### src/rtl/regfile_pkg.sv
// Shared definitions for the scoreboarded register file: FSM encoding and
// default parameter values.
package regfile_pkg;

    typedef enum logic {
        ST_CLR = 1'b0,
        ST_RUN = 1'b1
    } rf_state_e;

    localparam int XLEN_DEF     = 32;
    localparam int NREG_DEF     = 32;
    localparam int NRD_DEF      = 2;
    localparam int ZERO_REG_DEF = 1;

endpackage

### src/rtl/rf_read_port.sv
// One combinational read port: write bypass mux plus ready (not pending) logic.
// Outputs are forced to zero while the register file is not running.
module rf_read_port
    import regfile_pkg::*;
#(
    parameter int XLEN     = XLEN_DEF,
    parameter int AW       = 5,
    parameter int ZERO_REG = ZERO_REG_DEF
) (
    input  logic [AW-1:0]   raddr,
    input  logic [XLEN-1:0] reg_data,
    input  logic            reg_pend,
    input  logic            run,
    input  logic            wenable,
    input  logic [AW-1:0]   waddr,
    input  logic [XLEN-1:0] wdata,
    output logic [XLEN-1:0] rdata,
    output logic            rready
);

    logic is_zero;
    logic hit;

    assign is_zero = (ZERO_REG != 0) && (raddr == '0);
    assign hit     = wenable && (waddr == raddr);

    // Register 0 is hard-wired (no bypass); otherwise an in-flight write wins.
    always_comb begin
        rdata  = '0;
        rready = 1'b0;
        if (run) begin
            if (is_zero) begin
                rdata  = '0;
                rready = 1'b1;
            end else if (hit) begin
                rdata  = wdata;
                rready = 1'b1;
            end else begin
                rdata  = reg_data;
                rready = !reg_pend;
            end
        end
    end

endmodule

### src/rtl/regfile_sb.sv
// Register file with a pending-producer scoreboard and a post-reset clear
// sequence that zeroes every register before normal operation.
//
//   state  | meaning
//   ST_CLR | zeroing register[idx] each cycle; writes/reserves ignored, outputs zero
//   ST_RUN | normal read/write/reserve operation
module regfile_sb
    import regfile_pkg::*;
#(
    parameter int XLEN     = XLEN_DEF,
    parameter int NREG     = NREG_DEF,
    parameter int NRD      = NRD_DEF,
    parameter int ZERO_REG = ZERO_REG_DEF,
    parameter int AW       = $clog2(NREG)
) (
    input  logic                clk,
    input  logic                rst_n,
    input  logic [NRD*AW-1:0]   RFraddr,
    output logic [NRD*XLEN-1:0] RFrdata,
    output logic [NRD-1:0]      RFrready,
    input  logic                RFwenable,
    input  logic [AW-1:0]       RFwaddr,
    input  logic [XLEN-1:0]     RFwdata,
    input  logic                RFreserve,
    input  logic [AW-1:0]       RFreserve_addr,
    output logic                RFbusy,
    output logic [AW:0]         RFpending_cnt
);

    localparam int CW = AW + 1;

    rf_state_e        state, state_nx;
    logic [AW-1:0]    idx, idx_nx;
    logic             run_en;

    logic [XLEN-1:0]  mem [NREG];
    logic [NREG-1:0]  pending;
    logic [CW-1:0]    pend_cnt;

    logic             wr_ok;
    logic             rs_ok;
    logic             cnt_inc;
    logic             cnt_dec;

    // State and clear-index register.
    always_ff @(posedge clk) begin
        if (!rst_n) begin
            state <= ST_CLR;
            idx   <= '0;
        end else begin
            state <= state_nx;
            idx   <= idx_nx;
        end
    end

    // Next state; busy/run are also qualified by rst_n so reset shows busy at once.
    always_comb begin
        state_nx = state;
        idx_nx   = idx;
        RFbusy   = !rst_n;
        run_en   = 1'b0;
        case (state)
            ST_CLR: begin
                RFbusy = 1'b1;
                idx_nx = idx + 1'b1;
                if (idx == AW'(NREG - 1)) begin
                    state_nx = ST_RUN;
                    idx_nx   = '0;
                end
            end
            ST_RUN: begin
                run_en = rst_n;
            end
            default: begin
                state_nx = ST_CLR;
                idx_nx   = '0;
            end
        endcase
    end

    assign wr_ok = run_en && RFwenable
                   && !((ZERO_REG != 0) && (RFwaddr == '0));
    assign rs_ok = run_en && RFreserve
                   && !((ZERO_REG != 0) && (RFreserve_addr == '0));

    // A write that is re-reserved in the same cycle leaves the bit set, so no decrement.
    assign cnt_inc = rs_ok && !pending[RFreserve_addr];
    assign cnt_dec = wr_ok && pending[RFwaddr]
                     && !(rs_ok && (RFreserve_addr == RFwaddr));

    // Register array: zeroed one entry per cycle during clear, then written normally.
    always_ff @(posedge clk) begin
        if (rst_n) begin
            if (state == ST_CLR) begin
                mem[idx] <= '0;
            end else if (wr_ok) begin
                mem[RFwaddr] <= RFwdata;
            end
        end
    end

    // Pending bitmap and its population count; reserve is applied after the write clear.
    always_ff @(posedge clk) begin
        if (!rst_n) begin
            pending  <= '0;
            pend_cnt <= '0;
        end else begin
            if (wr_ok) begin
                pending[RFwaddr] <= 1'b0;
            end
            if (rs_ok) begin
                pending[RFreserve_addr] <= 1'b1;
            end
            pend_cnt <= pend_cnt + CW'(cnt_inc) - CW'(cnt_dec);
        end
    end

    assign RFpending_cnt = pend_cnt;

    for (genvar k = 0; k < NRD; k++) begin : g_rd
        logic [AW-1:0] ra;
        assign ra = RFraddr[k*AW +: AW];

        rf_read_port #(
            .XLEN     (XLEN),
            .AW       (AW),
            .ZERO_REG (ZERO_REG)
        ) u_rd (
            .raddr    (ra),
            .reg_data (mem[ra]),
            .reg_pend (pending[ra]),
            .run      (run_en),
            .wenable  (RFwenable),
            .waddr    (RFwaddr),
            .wdata    (RFwdata),
            .rdata    (RFrdata[k*XLEN +: XLEN]),
            .rready   (RFrready[k])
        );
    end

endmodule

### config.mk
export PLATFORM = sky130hd
export DESIGN_NAME = regfile_sb
export DESIGN_NICKNAME = d
export VERILOG_FILES = /design/src/rtl/regfile_pkg.sv /design/src/rtl/rf_read_port.sv /design/src/rtl/regfile_sb.sv
export SDC_FILE = /design/constraint.sdc
export NUM_CORES = 1
export LEC_CHECK = 0
export BUFFER_PORTS_ARGS = -buffer_cell sky130_fd_sc_hd__buf_2
export CAP_MARGIN = 5
export CORE_ASPECT_RATIO = 1.2
export CORE_MARGIN = 4
export CORE_UTILIZATION = 35
export CTS_CLUSTER_SIZE = 16
export DETAILED_ROUTE_END_ITERATION = 8
export PLACE_DENSITY = 0.47
export SLEW_MARGIN = 20
export SYNTH_ARGS = -nofsm -noshare
export SYNTH_HDL_FRONTEND = slang
export SYNTH_SLANG_ARGS = --single-unit
export TNS_END_PERCENT = 50
### constraint.sdc
create_clock -name clk -period 4.4 [get_ports clk]
set_clock_uncertainty 0.1 [all_clocks]
set_input_delay 0.22 -clock clk [delete_from_list [all_inputs] [get_ports clk]]
set_output_delay 0.22 -clock clk [all_outputs]
set_load 0.02 [all_outputs]
* Word level (Yosys, flattened, before mapping)
Memory sizes are Yosys's and may differ from the RTL's. Index checks and enable logic that the tools add are counted.
Storage, ports and cells: output and inout port bits 73, logic and storage cells 87, flip-flop bits (word level) 44, memories kept 1, bits of input ports 56, memory bits (writable) 1024
Cells by class: bitwise logic cells 3, mux-type cells 42, reduce and logical (&&, ||, !) cells 24, add/subtract/negate cells 3, equality and inequality tests 4, magnitude comparators 6
Memories:
- mem | depth 32, bits a word 32, rd ports 2, clocked after memory_dff 0, write ports 1, RTL line regfile_sb.sv:36 | logic [XLEN-1:0] mem [NREG];
Operators by type and width (number):
- 32-bit 2-to-1 mux | 10
- 32-bit bitwise AND | 1
- 32-bit inverter | 1
- 32-bit bitwise OR | 1
- 32-bit OR reduction | 1
- 5-bit by 6-bit less-than comparator with 1-bit output, second input constant | 4
- 1-bit 2-to-1 mux | 24
- 1-bit binary-select mux with 5-bit select | 4
- 5-bit zero test | 4
- 5-bit equality test | 3
- 1-bit logical AND | 12
- 1-bit demux with 5-bit select | 2
- 5-bit by 1-bit greater-or-equal comparator with 1-bit output, second input constant | 2
- 5-bit 2-to-1 mux | 2
- 1-bit zero test | 7
- 6-bit by 1-bit adder with 6-bit output | 1
- 6-bit by 1-bit subtractor with 6-bit output | 1
- 5-bit by 1-bit adder with 5-bit output, second input constant | 1
- 5-bit equality test, second input constant | 1

* Depth between registers and ports, before layout
Gate-level depths: netlist (run 1).
depth in word-level cells 10, gate-level depth with buffers 18

* Cells and area by module
A second synthesis (run 1) with hierarchy kept.
Second synthesis, totals: cell total of the unflattened synthesis 2743, area, all modules 52131.2 um^2
By module, submodules not included:
- regfile_sb | seq. area each 31630.3 um^2, area an instance 50790.0 um^2, times used 1, cells an instance 2489
- rf_read_port | seq. area each 0.0 um^2, area an instance 670.6 um^2, times used 2, cells an instance 127

* Worst setup path before layout (run 1)
Ideal clock, no wire load.
path type input-to-reg, start input port RFwaddr[1], end register pend_cnt[4], in the netlist RFpending_cnt[4], arrival time 3.134 ns, buffers on the path 2, stages on the path 17, slack 1.051 ns, data required time 4.185 ns, cells stage by stage clkbuf_1 -> buf_1 -> mux4_2 -> a22oi_1 -> o221ai_1 -> a221oi_1 -> nor3_1 -> ha_1 -> inv_1 -> ha_1 -> inv_1 -> fa_1 -> inv_1 -> a21o_1 -> a21oi_1 -> xnor2_1 -> and2_1
Between the ends: longest elaborated chain between the ends 6, elaborated cells on any way between the ends 11, those cells by class add/sub: 1; eq/ne: 1; mux: 2; reduce/logical: 7
Ends and longest elaborated chain:
- start: declaration | RTL line regfile_sb.sv:22 | input logic [AW-1:0] RFwaddr,
- parallel branches: the longest is 4 deep, another holds 1-bit binary-select mux with 5-bit select
- 1-bit logical AND (*) | RTL line regfile_sb.sv:89 | && !(rs_ok && (RFreserve_addr == RFwaddr));
- 6-bit by 1-bit subtractor with 6-bit output (*) | RTL line regfile_sb.sv:114 | pend_cnt <= pend_cnt + CW'(cnt_inc) - CW'(cnt_dec);
- end signal: assignment | RTL line regfile_sb.sv:114
- end: declaration | RTL line regfile_sb.sv:38 | logic [CW-1:0] pend_cnt;
Every way passes the cells marked *. The select of a mux whose other input is x is not followed. A chain may end at the register's enable or synchronous reset.

* Worst setup path after layout (run 1)
start register state, end output port RFrdata[25]
Between the ends: longest elaborated chain between the ends 2
Ends and longest elaborated chain:
- start: declaration | RTL line regfile_sb.sv:32 | rf_state_e state, state_nx;
- start signal: assignment | RTL line regfile_sb.sv:51 | state <= state_nx;
- 1-bit 2-to-1 mux | RTL line regfile_sb.sv:62 | case (state)
- 32-bit 2-to-1 mux | RTL line rf_read_port.sv:31 | if (run) begin
- end: declaration | RTL line regfile_sb.sv:19 | output logic [NRD*XLEN-1:0] RFrdata,
No other way between the ends.

==> summary.txt, run 1 <==
Die height - 430.5 um
Later-pin clock latency in the skew report - 0.76 ns
Setup repair after global routing missed its margin - false
DR WL/cell - 37.14 um
Remaining Overflow, GRT - 0
CTS tree - yes
Final hold vios - 0
Async set-reset flop share out of synthesis - 0%
Crit path kind - reg2out
Initial antenna violation count - 5
Worst-path clk slew - 0.06 ns
Mean Syn Cell Area - 16.93 sq um
Nets - 3298
Core area - 0.1474 sq mm
Pre-Repair DR Iteration Count - 6
Area after DPL - 0.05573 sq mm
CTS Buf Count - 115
Sequential element share of the synthesized area - 60.74%
Die extent in x - 360.1 um
Ys Warns - 0
Total wire length - 196.1 mm
H-tree depth - 3
Post-layout util - 40.44%
Seq cells post-synth - 1068
Yosys cell types - 62
Sequential Area - 0.03163 sq mm
CTS resizes - 0
Fillers - 13310
First-pass GRT wire length - 272.6 mm
CTS sink cnt - 1068
Primary FF master, synth - edfxtp_1
GRT Overall Usage - 24.85%
FMAX - 0.2472 GHz
Area grow syn2layout - 14.48%
Worst EP arrival - 3.73 ns
Final Instance Area - 0.05961 sq mm
Crit Path Max Fanout - 28
N_diodes - 0
CP endpoint kind - output pin
Final setup vio count - 0
Mapped Cells - 3075
Mapped cell area - 0.05207 sq mm
CTS Buffer Depth - 3
Max-slew violations - 0
Vias - 33430
Post-DP HPWL - 113.8 mm
Area of the die - 0.1550 sq mm
Worst R2R Setup Slack - 0.92 ns
Min Tclk post-route - 4.045 ns
TNS Setup - 0 ns
Layout cell share with drive strength beyond 1 - 28.96%
Max Cap Viol - 0
Slew HR - 23.93%
Number of global-route vias before repair - 34330
Tcrit/Tclk final - 91.93%
Worst vdd ir - 0.3165 mV
Leakage - 21.12 nW
# DRC - 0
Slew @ Worst Pin - 1.141 ns
GPL Wtd Cong - 0.8719
Post-synthesis net count - 3140
Pin count of the biggest net entering global routing - 83
Initial core utilization - 35.33%
Post-synth EDFFs - 1024
PD cells - 375.3 mW/mm^2
Root Buffer - clkbuf_16
Worst Hold Class - in2reg
Top Ports - 129
Cell row count - 154
Multi-input combinational cell area - 0.01920 sq mm
Number of I/O port buffers - 128
Antenna Violating Nets Remaining - 0
Status - finished, final reports clean
Iter 0 DRT Violations - 3979
Hold Slack - 0.08597 ns
Vias per cell - 6.333
Critical path required time - 4.08 ns
CP Launch Type - flop
## registers in the layout (all words and copies together) (netlist names)
| register | flops |
|---|---|
| mem | 1024 |
| RFpending_cnt | 6 |
| pending | 32 |
| idx | 5 |
| state | 1 |
## routing by layer
metal / vias up / part of all wire (%) / global-route usage [%] / wire length, um
met3: 330 / 7.8 / 4.019 / 15220
met4: 4 / 3.6 / 8.854 / 7084
li1: 13230 / - / - / -
met1: 18140 / 40 / 33.48 / 79360
met5: - / 0.012 / 0 / 23
met2: 1724 / 48 / 40.88 / 94400
## timing repair
action,CTS,global route
buffers inserted,0,0
hold buffers,18,0
endpoints found under the hold margin,33,0
## layout by cell type, fill, tap and decap left out, types with 11 or more instances in the layout
| master | count |
|---|---|
| mux2i_1 | 292 |
| bufinv_16 | 12 |
| nand3_1 | 23 |
| o221ai_1 | 32 |
| o21bai_1 | 11 |
| o22ai_1 | 46 |
| clkbuf_1 | 15 |
| clkbuf_16 | 115 |
| a22oi_1 | 21 |
| buf_12 | 40 |
| a21oi_1 | 62 |
| nor2_4 | 36 |
| inv_1 | 15 |
| a31oi_1 | 12 |
| nor2_1 | 48 |
| edfxtp_1 | 1024 |
| and3_1 | 38 |
| nand2_1 | 165 |
| nand3b_1 | 13 |
| buf_4 | 124 |
| mux4_2 | 431 |
| mux2_2 | 20 |
| a21boi_0 | 31 |
| nor3_1 | 15 |
| a211oi_1 | 48 |
| a32oi_1 | 20 |
| buf_2 | 119 |
| dlygate4sd3_1 | 18 |
| a221oi_1 | 48 |
| o21ai_0 | 105 |
| clkinv_2 | 31 |
| clkinv_1 | 31 |
| and2_1 | 28 |
| nor2b_1 | 18 |
| a2111oi_0 | 12 |
| a32o_1 | 24 |
| dfxtp_1 | 44 |
## worst paths after layout
check | from | end | cells past startpoint
worst min register to register | pending[15]$_SDFF_PN0_ | pending[15]$_SDFF_PN0_ | 2
worst min-delay path | RFwdata[4] | mem[22][4]$_DFFE_PP_ | 3
worst max-delay path | state$_SDFF_PN0_ | RFrdata[25] | 7
worst max register to register | state$_SDFF_PN0_ | RFpending_cnt[4]$_SDFF_PN0_ | 16
## power breakdown
group | internal (W) | leakage (nW) | total, W | switching [W]
clock network | 0.00548 | 1.82 | 0.00969 | 0.00420
registers | 0.0110 | 11.3 | 0.0111 | 0.0000272
logic | 0.000598 | 7.97 | 0.00163 | 0.00103
## kinds of logic after synthesis
logic type | Yosys count | synth area share (%)
adders and majority gates | 9 | 0.2307
xor gates and xnor gates | 20 | 0.3364
AOI/OAI and AO/OA | 527 | 7.146
muxes | 743 | 24.69
and+or+nand+nor | 425 | 3.854
buffers and inverters | 283 | 3.003
DFF | 1068 | 60.74
## synthesized netlist by cell type, types with 7 or more instances
master,count,area share [%]
edfxtp_1,1024,59
mux4_2,431,19
mux2i_1,292,5.6
nand2_1,167,1.2
clkbuf_1,116,0.84
o21ai_0,105,1.0
nor2_1,84,0.61
a21oi_1,62,0.60
buf_2,61,0.59
a211oi_1,48,0.69
a221oi_1,48,0.81
o22ai_1,46,0.55
dfxtp_1,44,1.7
and3_1,41,0.49
buf_4,36,0.52
o221ai_1,32,0.54
a21boi_0,31,0.45
buf_6,29,0.63
and2_1,28,0.34
a32o_1,24,0.46
nand3_1,24,0.23
a22oi_1,21,0.30
nor2b_1,21,0.25
a32oi_1,20,0.34
mux2_2,20,0.43
buf_1,17,0.12
inv_1,16,0.12
nor3_1,15,0.14
a31oi_1,13,0.16
nand3b_1,13,0.19
a2111oi_0,12,0.20
o21bai_1,11,0.16
xnor2_1,10,0.17
xor2_1,10,0.17
a221o_1,9,0.17
o41ai_1,9,0.15
a41oi_1,8,0.13
ha_1,8,0.19
nand2b_1,7,0.084
o211ai_1,7,0.10
## metrics by stage
stage | setup slack [ns] | instances | total power, W
6_report | 0.3549 | 5279 | 0.02237
5_1_grt | 0.2642 | 5279 | 0.02303
4_1_cts | 0.2996 | 5279 | 0.02252
3_5_place_dp | 0.6993 | 5048 | 0.01288
3_3_place_gp | 0.5952 | 5048 | 0.01288
2_1_floorplan | 1.051 | 3075 | 0.01227
## final cells by class
class	instances	share of cell area, %
repair buffers	306	4.326
clock buffers	130	4.922
well taps	1950	4.093
clock inverters	83	1.282
inverters	18	0.1175
flip-flops and latches	1068	53.06
multi-input cells	1724	32.20
## worst max-delay path, stage by stage (launching register included)
cell and delay, ns:
dfxtp_1 0.51, and2_1 0.42, inv_1 0.32, nor2_4 0.19, buf_4 0.57, o21ai_0 0.18, a21oi_1 0.49, buf_2 0.27
Power figures use the tool's default switching activity.
==> run 2, diff against run 1 <==
SYNTH_HIERARCHICAL = 1   (was unset)
==> run 2 against run 1 <==
Count of clock-buffer cells in the layout grew 10. Synthesized area grew 0.11%. Utilization grew 0.19 points. Sequential power is essentially flat. Critical path type is now reg2reg.
==> summary.txt, run 2 <==
Status - finished, final reports clean
CTS sink cnt - 1068 (unchanged)
Top-area cell type share of the netlist area - 58.98% (-0.067 points)
Final setup vio count - 0 (unchanged)
Nets - 2983 (-9.6%)
Worst-path clk slew - 0.07 ns (about the same)
Pre-Repair DR Iteration Count - 6 (unchanged)
Sequential Area - 0.03163 sq mm (unchanged)
Highest routed layer - met4
Vias - 30530 (-8.7%)
Mapped Cells - 2743 (-11%)
Max Cap Viol - 0 (unchanged)
Cell row count - 154 (unchanged)
Worst setup path start - state$_SDFF_PN0_
Mean Syn Cell Area - 19.01 sq um (+12%)
Die height - 430.8 um (about the same)
Most frequent cells in the layout - 1024 x edfxtp_1, 604 x mux4_2, 143 x mux2i_1
Critical path required time - 4.98 ns (+0.90 ns)
R2R Path Start - state$_SDFF_PN0_
Leakage - 20.96 nW (-0.76%)
CTS Buf Count - 116 (+0.87%)
Async set-reset flop share out of synthesis - 0% (unchanged)
Number of I/O port buffers - 128 (unchanged)
Post-synth EDFFs - 1024 (unchanged)
Worst vdd ir - 0.3420 mV (+8.0%)
Worst Hold Class - in2reg
Multi-input combinational cell area - 0.01947 sq mm (+1.4%)
Number of global-route vias before repair - 32090 (-6.5%)
# DRC - 0 (unchanged)
Max reg flops - 1024 (unchanged)
Crit Path Max Fanout - 20 (-29%)
PD cells - 377.6 mW/mm^2 (+0.62%)
Area of the die - 0.1552 sq mm (+0.11%)
Vias per cell - 6.154 (-2.8%)
Worst EP arrival - 4.27 ns (+0.54 ns)
Post-synthesis net count - 2808 (-11%)
Primary FF master, synth - edfxtp_1
GPL Wtd Cong - 0.8612 (-1.2%)
Final hold vios - 0 (unchanged)
Hold_sp - RFwdata[7]
CTS tree - yes
CTS Buffer Depth - 3 (unchanged)
Cell taking the most area after synthesis - edfxtp_1
Slew @ Worst Pin - 1.088 ns (-0.05263 ns)
Iter 0 DRT Violations - 3486 (-12%)
Area grow syn2layout - 14.88%
Hold Slack - 0.04698 ns (-0.03899 ns)
Crit path kind - reg2reg
CP Launch Type - flop
Yosys cell types - 58 (-6.5%)
Mapped cell area - 0.05213 sq mm (+0.11%)
Most common cell after layout, fill and taps aside - edfxtp_1
Pin count of the biggest net entering global routing - 58 (-30%)
DR WL met2 - 89.83 mm (-4.8%)
Most frequent cell after synthesis - edfxtp_1
Remaining Overflow, GRT - 0 (unchanged)
Final Instance Area - 0.05989 sq mm (+0.46%)
Die extent in x - 360.3 um (about the same)
TNS Setup - 0 ns (unchanged)
Post-synth top cells - 1024 x edfxtp_1, 604 x mux4_2, 143 x mux2i_1
Antenna Violating Nets Remaining - 0 (unchanged)
Top Ports - 129 (unchanged)
Fillers - 13130 (-1.3%)
Initial antenna violation count - 3 (-2)
GRT Overall Usage - 23.02% (-1.8 points)
DR WL/cell - 36.40 um (-2.0%)
FMAX - 0.2714 GHz (+9.8%)
Largest Register - mem
Later-pin clock latency in the skew report - 0.75 ns (about the same)
Initial core utilization - 35.37% (+0.040 points)
Ys Warns - 6 (+6)
Non-filler cells in the finished layout - 4961 (-6.0%)
Dominant cells by area after synthesis - edfxtp_1 59%, mux4_2 26%, mux2i_1 2.7%
Post-DP HPWL - 104.7 mm (-8.0%)
Root Buffer - clkbuf_16
Setup repair after global routing missed its margin - false
Area after DPL - 0.05589 sq mm (+0.28%)
Seq cells post-synth - 1068 (unchanged)
CP endpoint kind - flop
H-tree depth - 3 (unchanged)
Dpl cells - 4733 (-6.2%)
Max-slew violations - 0 (unchanged)
First-pass GRT wire length - 252.7 mm (-7.3%)
Total wire length - 180.6 mm (-7.9%)
Slew HR - 27.44% (+3.5 points)
Tcrit/Tclk final - 83.74% (-8.2 points)
Met3 wire length - 12.13 mm (-20%)
Sequential element share of the synthesized area - 60.67% (-0.069 points)
Layout cell share with drive strength beyond 1 - 36.69% (+7.7 points)
Core area - 0.1474 sq mm (unchanged)
WL met1 - 73.57 mm (-7.3%)
Min Tclk post-route - 3.684 ns (-0.3607 ns)
run 2: through the flow:
step / utilization (%) / setup WS [ns] / power (W)
finish: 40.63 / 0.7156 / 0.02261
CTS: 40.62 / 0.7891 / 0.02284
detailed placement: 37.92 / 0.8230 / 0.01282
global route: 40.62 / 0.5577 / 0.02331
floorplan: - / 1.059 / 0.01224
global placement: 37.92 / 0.7476 / 0.01281
run 2: timing repair:
action | CTS | global route
hold endpoints to repair | 90 | 0
buffers inserted | 0 | 0
gates resized for setup | 0 | 0
hold buffers | 17 | 0
run 2: routing by layer:
layer | GRT usage (%) | vias up
met3 | 3.451 | 265
li1 | - | 12090
met2 | 38.65 | 1396
met5 | 0 | -
met4 | 6.893 | 0
met1 | 31.15 | 16780
run 2: report_power, final:
group | switching [W] | internal [W] | total [W]
sequential | 0.0000244 | 0.0110 | 0.0111
clock | 0.00417 | 0.00585 | 0.0100
combinational | 0.000917 | 0.000627 | 0.00154
run 2: cells by family after synthesis:
group / count (synthesis) / share of synthesized area, %
AND/OR/NAND/NOR: 344 / 3.391
buffers and inverters: 249 / 2.566
XOR/XNOR: 18 / 0.3024
flip-flops: 1068 / 60.67
multiplexers: 749 / 28.94
adder cells (fa/ha/maj): 9 / 0.2304
AO/OA/AOI/OAI: 306 / 3.895
run 2: worst paths after layout:
path / cells past startpoint / slack (ns) / endpoint
setup / recovery: 13 / 0.72 / RFpending_cnt[5]$_SDFF_PN0_
hold reg to reg: 2 / 0.44 / pending[16]$_SDFF_PN0_
hold / removal: 2 / 0.05 / mem[17][7]$_DFFE_PP_
setup reg to reg: 13 / 0.72 / RFpending_cnt[5]$_SDFF_PN0_
run 2: cell type report:
type / count / share of cell area (%)
Antenna cell: 2 / 0.008357
Clock buffer: 140 / 5.033
Clock inverter: 69 / 1.341
Inverter: 13 / 0.08148
Multi-Input combinational cell: 1426 / 32.50
Sequential cell: 1068 / 52.82
Tap cell: 1950 / 4.074
Timing Repair Buffer: 293 / 4.141
run 2: critical path, stage by stage (launching register included):
cell and delay (ns):
dfxtp_1 0.64, nand3_1 0.34, a21oi_4 0.22, buf_4 0.27
o21ai_0 0.13, a31oi_1 0.29, ha_1 0.26, inv_1 0.06
ha_1 0.26, a21o_1 0.18, a21oi_1 0.18, nor2b_1 0.09
or4_1 0.50, nand3_1 0.09
